**config.mk**
```make
export PLATFORM = sky130hd
export DESIGN_NAME = key_conditioner
export DESIGN_NICKNAME = d
export VERILOG_FILES = /design/src/rtl/key_conditioner_pkg.sv /design/src/rtl/key_conditioner_ch.sv /design/src/rtl/key_conditioner.sv
export SDC_FILE = /design/constraint.sdc
export NUM_CORES = 1
export LEC_CHECK = 0
export ABC_AREA = 0
export BUFFER_PORTS_ARGS = -buffer_cell sky130_fd_sc_hd__buf_2
export CORE_UTILIZATION = 55
export CTS_CLUSTER_SIZE = 12
export DETAILED_ROUTE_END_ITERATION = 8
export GPL_TIMING_DRIVEN = 0
export PLACE_DENSITY_LB_ADDON = 0.2
export SKIP_CTS_REPAIR_TIMING = 1
export SYNTH_ARGS = -nofsm -noshare
export SYNTH_HDL_FRONTEND = slang
export SYNTH_SLANG_ARGS = --single-unit
```
**constraint.sdc**
```tcl
create_clock -name clk_fast -period 2.5 [get_ports clk_fast]
set_input_delay 0.5 -clock clk_fast [delete_from_list [all_inputs] [get_ports clk_fast]]
set_output_delay 0.5 -clock clk_fast [all_outputs]
set_load 0.005 [all_outputs]
```
**src/rtl/key_conditioner_pkg.sv**
```systemverilog
// key_conditioner_pkg: shared parameter defaults and per-channel FSM state encoding
package key_conditioner_pkg;
    localparam int N_CH_DEF        = 4;
    localparam int LOCK_CYCLES_DEF = 200;
    localparam int LONG_CYCLES_DEF = 1000;
    localparam int DUR_W_DEF       = 16;
    typedef enum logic {
        IDLE = 1'b0,
        LOCK = 1'b1
    } state_t;
endpackage

```
**src/rtl/key_conditioner_ch.sv**
```systemverilog
// key_conditioner_ch: one key channel with synchroniser, lockout debounce, edge pulses and press timing
module key_conditioner_ch
    import key_conditioner_pkg::*;
#(
    parameter int LOCK_CYCLES = LOCK_CYCLES_DEF,
    parameter int LONG_CYCLES = LONG_CYCLES_DEF,
    parameter int DUR_W       = DUR_W_DEF
) (
    input  logic             clk_fast,
    input  logic             rst,
    input  logic             i_key,
    output logic             o_key,
    output logic             o_rise,
    output logic             o_fall,
    output logic             o_long,
    output logic [DUR_W-1:0] o_dur,
    output logic             o_dur_valid
);
    localparam int LCW = (LOCK_CYCLES > 1) ? $clog2(LOCK_CYCLES) : 1;
    localparam logic [DUR_W-1:0] DUR_MAX = '1;
    logic [1:0]       r_sync;
    state_t           r_state, w_state;
    logic [LCW-1:0]   r_cnt, w_cnt;
    logic             r_key, w_key, w_rise, w_fall;
    logic             r_rise, r_fall, r_long, r_long_done, r_dur_v;
    logic [DUR_W-1:0] r_press, r_dur;
    logic             w_at_long;

    // two-flop synchroniser ahead of any use of the raw key level
    always_ff @(posedge clk_fast) begin
        r_sync <= !rst ? 2'b00 : {r_sync[0], i_key};
    end

    // accept a level change while idle, then count out the lockout ignoring the input
    always_comb begin
        w_state = r_state;
        w_cnt   = r_cnt;
        w_key   = r_key;
        if (r_state == IDLE) begin
            if (r_sync[1] != r_key) begin
                w_key   = r_sync[1];
                w_cnt   = '0;
                w_state = (LOCK_CYCLES == 1) ? IDLE : LOCK;
            end
        end else begin
            w_cnt = r_cnt + LCW'(1);
            if (w_cnt == LCW'(LOCK_CYCLES - 1)) w_state = IDLE;
        end
    end

    assign w_rise    = w_key & ~r_key;
    assign w_fall    = ~w_key & r_key;
    assign w_at_long = r_key && (r_press == DUR_W'(LONG_CYCLES));

    // FSM state, debounced level and edge pulses
    always_ff @(posedge clk_fast) begin
        if (!rst) begin
            r_state <= IDLE;
            r_cnt   <= '0;
            r_key   <= 1'b0;
            r_rise  <= 1'b0;
            r_fall  <= 1'b0;
        end else begin
            r_state <= w_state;
            r_cnt   <= w_cnt;
            r_key   <= w_key;
            r_rise  <= w_rise;
            r_fall  <= w_fall;
        end
    end

    // press length counter, single long-press pulse and duration capture on release
    always_ff @(posedge clk_fast) begin
        if (!rst) begin
            r_press     <= '0;
            r_long      <= 1'b0;
            r_long_done <= 1'b0;
            r_dur       <= '0;
            r_dur_v     <= 1'b0;
        end else begin
            r_press     <= w_rise ? DUR_W'(1) : (w_key && r_press != DUR_MAX) ? r_press + DUR_W'(1) : r_press;
            r_long      <= w_at_long && !r_long_done;
            r_long_done <= w_rise ? 1'b0 : (r_long_done | w_at_long);
            r_dur       <= w_fall ? r_press : r_dur;
            r_dur_v     <= w_fall;
        end
    end

    assign o_key       = r_key;
    assign o_rise      = r_rise;
    assign o_fall      = r_fall;
    assign o_long      = r_long;
    assign o_dur       = r_dur;
    assign o_dur_valid = r_dur_v;
endmodule

```
**src/rtl/key_conditioner.sv**
```systemverilog
// key_conditioner: N_CH independent debounced key channels with press timing
module key_conditioner
    import key_conditioner_pkg::*;
#(
    parameter int N_CH        = N_CH_DEF,
    parameter int LOCK_CYCLES = LOCK_CYCLES_DEF,
    parameter int LONG_CYCLES = LONG_CYCLES_DEF,
    parameter int DUR_W       = DUR_W_DEF
) (
    input  logic                  clk_fast,
    input  logic                  rst,
    input  logic [N_CH-1:0]       key_in,
    output logic [N_CH-1:0]       key_out,
    output logic [N_CH-1:0]       rise_o,
    output logic [N_CH-1:0]       fall_o,
    output logic [N_CH-1:0]       long_o,
    output logic [N_CH*DUR_W-1:0] dur_o,
    output logic [N_CH-1:0]       dur_valid_o
);
    genvar i;
    generate
        for (i = 0; i < N_CH; i++) begin : g_ch
            key_conditioner_ch #(
                .LOCK_CYCLES(LOCK_CYCLES),
                .LONG_CYCLES(LONG_CYCLES),
                .DUR_W      (DUR_W)
            ) u_ch (
                .clk_fast   (clk_fast),
                .rst        (rst),
                .i_key      (key_in[i]),
                .o_key      (key_out[i]),
                .o_rise     (rise_o[i]),
                .o_fall     (fall_o[i]),
                .o_long     (long_o[i]),
                .o_dur      (dur_o[i*DUR_W +: DUR_W]),
                .o_dur_valid(dur_valid_o[i])
            );
        end
    endgenerate
endmodule

```
==> out/qor_table.md, run 1 <==
| Quantity | Value |
|:---|:---|
| Floorplan Core Area | 0.01589 sq mm |
| Tightest Pin Transition | 0.9729 ns |
| Largest delay share family, worst path | simple AND/OR/NAND/NOR gates |
| Count of unresolved DRC violations after routing | 0 |
| Distinct cell type count of the synthesized netlist | 60 |
| Worst slew margin relative to its limit | 0.3500 |
| Clock tree from TritonCTS | done |
| Die Footprint | 0.01680 sq mm |
| Most used cells in the layout excluding fill and tap cells | sky130_fd_sc_hd__nand2_1, sky130_fd_sc_hd__dfxtp_1, sky130_fd_sc_hd__a21oi_1, sky130_fd_sc_hd__buf_2, sky130_fd_sc_hd__clkbuf_1 |
| Max-cap violations | 0 |
| Placer Congestion | 0.8924 |
| Final max-slew violation count | 0 |
| Worst-case register-to-register setup slack | 0.31 ns |
| Violation count after the first detailed-routing iteration | 437 |
| Vias | 8138 |
| Primary flip-flop cell chosen by synthesis mapping | sky130_fd_sc_hd__dfxtp_1 |
| Count of antenna diodes in the layout | 0 |
| Proportion of synthesized chip area in sequential cells | 0.4291 |
| Most common cell after layout, fill and taps aside | sky130_fd_sc_hd__nand2_1 |
| DIE HEIGHT | 129.6 um |
| Crit-path cells | nor3b_1, nor2_1, clkbuf_1, nand2_1, mux2i_1 |
| Global-route wire length before repair | 34290 um |
| Number of top-level pins | 90 |
| Utilization after layout | 0.6482 |
| Minimum clock period | 2.190 ns |
| Effective utilization at floorplan | 0.5639 |
| Critical Path End Type | register |
| Leakage power | 0.003754 uW |
| RSZ-0062 raised after global routing | false |
| CTS clk-pin slew, worst paths | 0.07 ns |
| Startpoint types | register |
| Final wirelength | 20390 um |
| Slowest stage cell, crit path | sky130_fd_sc_hd__nor3b_1 |
| Number of nets in the finished design | 1214 |
| Number of CTS-inserted buffers | 17 |
| EDFF count, synth | 0 |
| Horizontal die dimension | 129.6 um |
| Via count normalized by instance count | 5.727 |
| Final count of hold timing violations | 0 |
| Number of clock sinks | 192 |
| Total setup violations reported at the end of the flow | 0 |
| Post-route worst setup slack | 0.3102 ns |
| Synth Instances | 1084 |
| Ranking of synthesized cells by area | sky130_fd_sc_hd__dfxtp_1, sky130_fd_sc_hd__nand2_1, sky130_fd_sc_hd__a21oi_1, sky130_fd_sc_hd__o21ai_0, sky130_fd_sc_hd__ha_1 |
| Post-Synthesis Cell Area | 0.008957 sq mm |
| Cell Rows | 46 |
| Pre-CTS WS | -0.1291 ns |
| Type of the most critical hold path | in -> reg |
| Layout area overhead | 14.95% |
| Crit path DAT | 2.49 ns |
| Bufs and invs on worst path | 1 |
| P per Cell Area | 607.4 mW/mm^2 |
| Synth async-reset ratio | 0 |
| GRT overflow | 0 |
| Required time worst endpoint | 2.80 ns |
| Proportion of netlist area held by the largest area contributor | 0.4291 |
| Detail Route Antenna Nets | 0 |
| Worst path max stage delay | 0.82 ns |
| CTS Buffer Depth | 2 |
| Post-detail-place hpwl | 14150 um |
| Source-to-sink clock delay at the later pin of the worst-skew pair | 0.44 ns |
| Achievable clock frequency | 456.7 MHz |
| Maximum ir drop on the vdd rail | 503.4 uV |
| Htree depth | 4 |
| Cell at the root of the clock tree | sky130_fd_sc_hd__clkbuf_16 |
| Clock tree skew after final layout | 0.009520 ns |
| Via count of the first global-routing pass | 7193 |
| Result of the run | finished, final reports clean |
| Largest net degree at the start of global routing | 17 |
| Share of final-layout standard cells stronger than drive strength 1 | 0.1485 |
| Largest driver fanout on the critical path | 10 |
| Synthesized net count | 1106 |
| Part of the cycle the worst path needs | 0.8759 |
| Global-route total usage across every layer | 0.2516 |
| Antenna violations before repair | 0 |
| Total of flip-flops plus latches after synthesis | 192 |
| Synthesized area divided by synthesized cell count | 8.263 sq um |
| Synthesis Warnings | 0 |
| Critical path class | reg -> reg |
| Post-synth top area cell | sky130_fd_sc_hd__dfxtp_1 |
| Wire length per cell | 14.35 um |
| Detailed-routing iteration count for the pre-antenna-repair pass | 5 |
| Count of input and output buffers | 89 |
## cell families after synthesis
group,after synthesis,synth area share
simple gates,476,0.2819
compound gates,264,0.1801
flops,192,0.4291
buf+inv,111,0.05881
mux,17,0.01997
fa+ha+maj,16,0.02235
xor+xnor,8,0.007823
## cell usage after synthesis, drive strengths merged (3+ instances only)
| cell | n |
|---|---|
| nor4 | 13 |
| or2 | 3 |
| o31ai | 21 |
| a311oi | 8 |
| nand3 | 35 |
| o211ai | 4 |
| clkbuf | 50 |
| nor3 | 27 |
| or3b | 7 |
| o31a | 3 |
| nand3b | 8 |
| and4 | 10 |
| and2 | 24 |
| a21oi | 138 |
| o21a | 9 |
| o21ai | 41 |
| nor3b | 8 |
| a211oi | 9 |
| or4 | 20 |
| or3 | 21 |
| a31oi | 3 |
| dfxtp | 192 |
| a41oi | 3 |
| nor4b | 3 |
| nand4 | 27 |
| nor2b | 10 |
| inv | 27 |
| o41ai | 7 |
| o311ai | 3 |
| a2111o | 3 |
| buf | 34 |
| and3 | 14 |
| o41a | 3 |
| nor2 | 40 |
| mux2i | 13 |
| nand2b | 6 |
| ha | 16 |
| xor2 | 8 |
| nand2 | 194 |
| mux2 | 4 |
## worst reg2reg max path: stages, from the launching register on
cell,delay [ns]
sky130_fd_sc_hd__dfxtp_1,0.43
sky130_fd_sc_hd__nor3b_1,0.82
sky130_fd_sc_hd__nor2_1,0.28
sky130_fd_sc_hd__clkbuf_1,0.33
sky130_fd_sc_hd__nand2_1,0.14
sky130_fd_sc_hd__mux2i_1,0.07
## sequential cells by signal, indices dropped and copies added, names as in the netlist
signal,flops
g_ch.u_ch.o_fall,3
g_ch.u_ch.r_long_done,4
g_ch.u_ch.r_sync,8
g_ch.u_ch.o_dur,64
g_ch.u_ch.r_cnt,32
g_ch.u_ch.o_long,4
g_ch.u_ch.o_dur_valid,1
g_ch.u_ch.r_press,64
g_ch.u_ch.o_rise,4
g_ch.u_ch.r_state,4
g_ch.u_ch.o_key,4
## final cells by class
type | instances | area (sq um)
flip-flops and latches | 192 | 3844
fillers | 1437 | 5589
clock buffers | 20 | 466.7
clock inverters | 12 | 156.4
plain buffers | 84 | 425.4
inverters | 27 | 101.3
repair buffers | 89 | 445.4
well taps | 216 | 270.3
multi-input cells | 781 | 4587
## power breakdown
group          internal, uW  switching (uW)
Combinational          94.1             203
Clock                  1660            1190
Sequential             3090            25.4
Total                  4840            1410
## metrics by stage
step / total power [uW] / hold WS, ns / setup TNS [ns] / instance area (sq um) / instances
floorplan: 3384 / 0.3972 / 0 / 8957 / 1084
global placement: 3473 / 0.4056 / -1.461 / 9673 / 1389
detailed placement: 3479 / 0.4082 / -1.596 / 9673 / 1389
CTS: 6298 / 0.2566 / 0 / 10300 / 1421
global route: 6464 / 0.2691 / 0 / 10300 / 1421
finish: 6254 / 0.2682 / 0 / 10300 / 1421
## routing by layer
metal / wire length (um) / vias up / part of all wire / GRT usage
met4: 261 / 0 / 0.013 / 0.07592
met5: 0 / - / 0 / 0
met2: 9630 / 202 / 0.47 / 0.4159
li1: - / 4097 / - / -
met3: 863 / 20 / 0.042 / 0.04335
met1: 9630 / 3819 / 0.47 / 0.3354
## path summary, 6_finish.rpt
path / to / startpoint / cells after the start
hold reg to reg: g_ch[3].u_ch.o_long / g_ch[3].u_ch.r_long_done / 1
setup reg to reg: g_ch[3].u_ch.r_press[15] / g_ch[3].u_ch.r_sync[1] / 5
hold / removal: g_ch[2].u_ch.r_sync[0] / key_in[2] / 2
setup / recovery: g_ch[3].u_ch.r_press[15] / g_ch[3].u_ch.r_sync[1] / 5
No activity file was read; power rests on OpenSTA's default activity.
==> run 2: changes to the inputs <==
- PLACE_DENSITY: not set -> 0.75
- PLACE_DENSITY_LB_ADDON: 0.2 -> not set
==> run 2 against run 1 <==
Net effect:
- final cell count stayed put
- clock power decreased by 8.4%
- core utilization shrank 0.42 points
- sequential share of layout area increased by 0.24 points
- wire length is 3.0% higher
- clock skew up 0.0013 ns
- non-clock buffer count unchanged
- via count rose by 0.95%
- sequential power barely moved
- register-to-register slack got worse by 0.06 ns
- flip-flop and latch count is the same
==> out/qor_table.md, run 2 (synthesis results as in run 1) <==
| Quantity | Value |
|:---|:---|
| Via count of the first global-routing pass | 7356 |
| Number of clock sinks | 192 |
| Worst slew margin relative to its limit | 0.2653 |
| Reg2reg start | g_ch[3].u_ch.r_sync[1] |
| Wl on met1 | 9703 um |
| Placed cell area | 0.009673 sq mm |
| Post-detail-place hpwl | 14510 um |
| CTS clk-pin slew, worst paths | 0.07 ns |
| RSZ-0062 raised after global routing | false |
| Part of the cycle the worst path needs | 0.8997 |
| Total negative setup slack | 0 ns |
| Cell at the root of the clock tree | sky130_fd_sc_hd__clkbuf_16 |
| Result of the run | finished, final reports clean |
| Final Total Pwr | 6018 uW |
| Horizontal die dimension | 129.6 um |
| Antenna violations before repair | 0 |
| Critical Path End Type | register |
| Max-cap violations | 0 |
| Worst setup path endpoint | g_ch[1].u_ch.o_dur[9] |
| Number of top-level pins | 90 |
| Source-to-sink clock delay at the later pin of the worst-skew pair | 0.44 ns |
| Hold Path Cell Cnt | 2 |
| Final wirelength | 21010 um |
| Required time worst endpoint | 2.79 ns |
| Placed cell count | 1389 |
| GRT overflow | 0 |
| Count of placed standard cells in the final layout, fillers left out | 1421 |
| Htree depth | 4 |
| Cell Rows | 46 |
| Critical path class | in -> reg |
| Final Instance Area | 0.01023 sq mm |
| Clock tree skew after final layout | 0.01087 ns |
| Maximum ir drop on the vdd rail | 508.7 uV |
| P per Cell Area | 588.3 mW/mm^2 |
| Count of antenna diodes in the layout | 0 |
| Floorplan Core Area | 0.01589 sq mm |
| Detailed-routing iteration count for the pre-antenna-repair pass | 5 |
| Leakage power | 0.003710 uW |
| Worst-case register-to-register setup slack | 0.25 ns |
| CTS Buffer Depth | 2 |
| Effective utilization at floorplan | 0.5639 |
| Endpoint of the most critical register-to-register path | g_ch[3].u_ch.r_press[15] |
| Final count of hold timing violations | 0 |
| Share of final-layout standard cells stronger than drive strength 1 | 0.1469 |
| Via count normalized by instance count | 5.781 |
| Startpoint types | input port |
| Fillers | 1446 |
| Detail Route Antenna Nets | 0 |
| Vias | 8215 |
| Highest metal layer with signal wires | met4 |
| Number of CTS-inserted buffers | 17 |
| DIE HEIGHT | 129.6 um |
| Violation count after the first detailed-routing iteration | 654 |
| Type of the most critical hold path | in -> reg |
| Final max-slew violation count | 0 |
| Largest driver fanout on the critical path | 10 |
| Tightest Pin Transition | 1.100 ns |
| CP startpoint | rst |
| Detail Route met2 WL | 9992 um |
| Most common cell after layout, fill and taps aside | sky130_fd_sc_hd__nand2_1 |
| Placer Congestion | 0.8821 |
| Wire length per cell | 14.78 um |
| Clock tree from TritonCTS | done |
| Crit path DAT | 2.54 ns |
| Global-route wire length before repair | 34940 um |
| Total length of routed met3 wires | 1055 um |
| Count of unresolved DRC violations after routing | 0 |
| Largest net degree at the start of global routing | 17 |
| Achievable clock frequency | 444.6 MHz |
| Total setup violations reported at the end of the flow | 0 |
| Global-route total usage across every layer | 0.2575 |
| Depth of the worst register-to-register path | 5 |
| Layout area overhead | 14.21% |
| Most used cells in the layout excluding fill and tap cells | sky130_fd_sc_hd__nand2_1, sky130_fd_sc_hd__dfxtp_1, sky130_fd_sc_hd__a21oi_1, sky130_fd_sc_hd__buf_2, sky130_fd_sc_hd__clkbuf_1 |
| Die Footprint | 0.01680 sq mm |
| Number of nets in the finished design | 1214 |
| Count of input and output buffers | 89 |
| Minimum clock period | 2.249 ns |
-- run 2: worst max-delay path: stages --
cell	delay, ns
sky130_fd_sc_hd__buf_2	0.11
sky130_fd_sc_hd__inv_1	0.14
sky130_fd_sc_hd__clkbuf_1	0.50
sky130_fd_sc_hd__clkbuf_1	0.56
sky130_fd_sc_hd__clkbuf_1	0.62
sky130_fd_sc_hd__a21oi_1	0.09
-- run 2: area by class of cell --
cell class | count | area, sq um | share of cell area
buffer | 84 | 425.4 | 0.04159
clock buffer | 20 | 446.7 | 0.04366
clock inverter | 12 | 110.1 | 0.01076
inverter | 27 | 101.3 | 0.009907
multi-input combinational | 781 | 4587 | 0.4484
sequential | 192 | 3844 | 0.3757
tap | 216 | 270.3 | 0.02642
timing repair buffer | 89 | 445.4 | 0.04354
-- run 2: where the power goes --
part	switching (uW)	internal (uW)
sequential	24.8	3090
clock	1200	1400
combinational	207	94.4
total	1440	4580
-- run 2: metrics by stage --
stage | util | worst slack (ns) | hold WS [ns]
after CTS | 0.6440 | 0.2633 | 0.2704
after floorplan | - | 0.7935 | 0.3972
final | 0.6440 | 0.2506 | 0.2737
after global routing | 0.6440 | 0.05471 | 0.2780
after detailed placement | 0.6089 | -0.1827 | 0.4148
after global placement | 0.6089 | -0.1847 | 0.4079
-- run 2: metal layers --
layer	up-vias	GRT usage
met3	22	0.04500
li1	4092	-
met2	253	0.4262
met5	-	0
met4	0	0.07114
met1	3848	0.3451
-- run 2: worst min path at each step --
stage / from / end / slack (ns)
after floorplan: g_ch[3].u_ch.r_long_done / g_ch[3].u_ch.o_long / 0.40
after global placement: g_ch[2].u_ch.r_long_done / g_ch[2].u_ch.o_long / 0.41
after detailed placement: g_ch[3].u_ch.r_long_done / g_ch[3].u_ch.o_long / 0.41
after CTS: key_in[3] / g_ch[3].u_ch.r_sync[0] / 0.27
after global routing: key_in[1] / g_ch[1].u_ch.r_sync[0] / 0.28
final: key_in[0] / g_ch[0].u_ch.r_sync[0] / 0.27
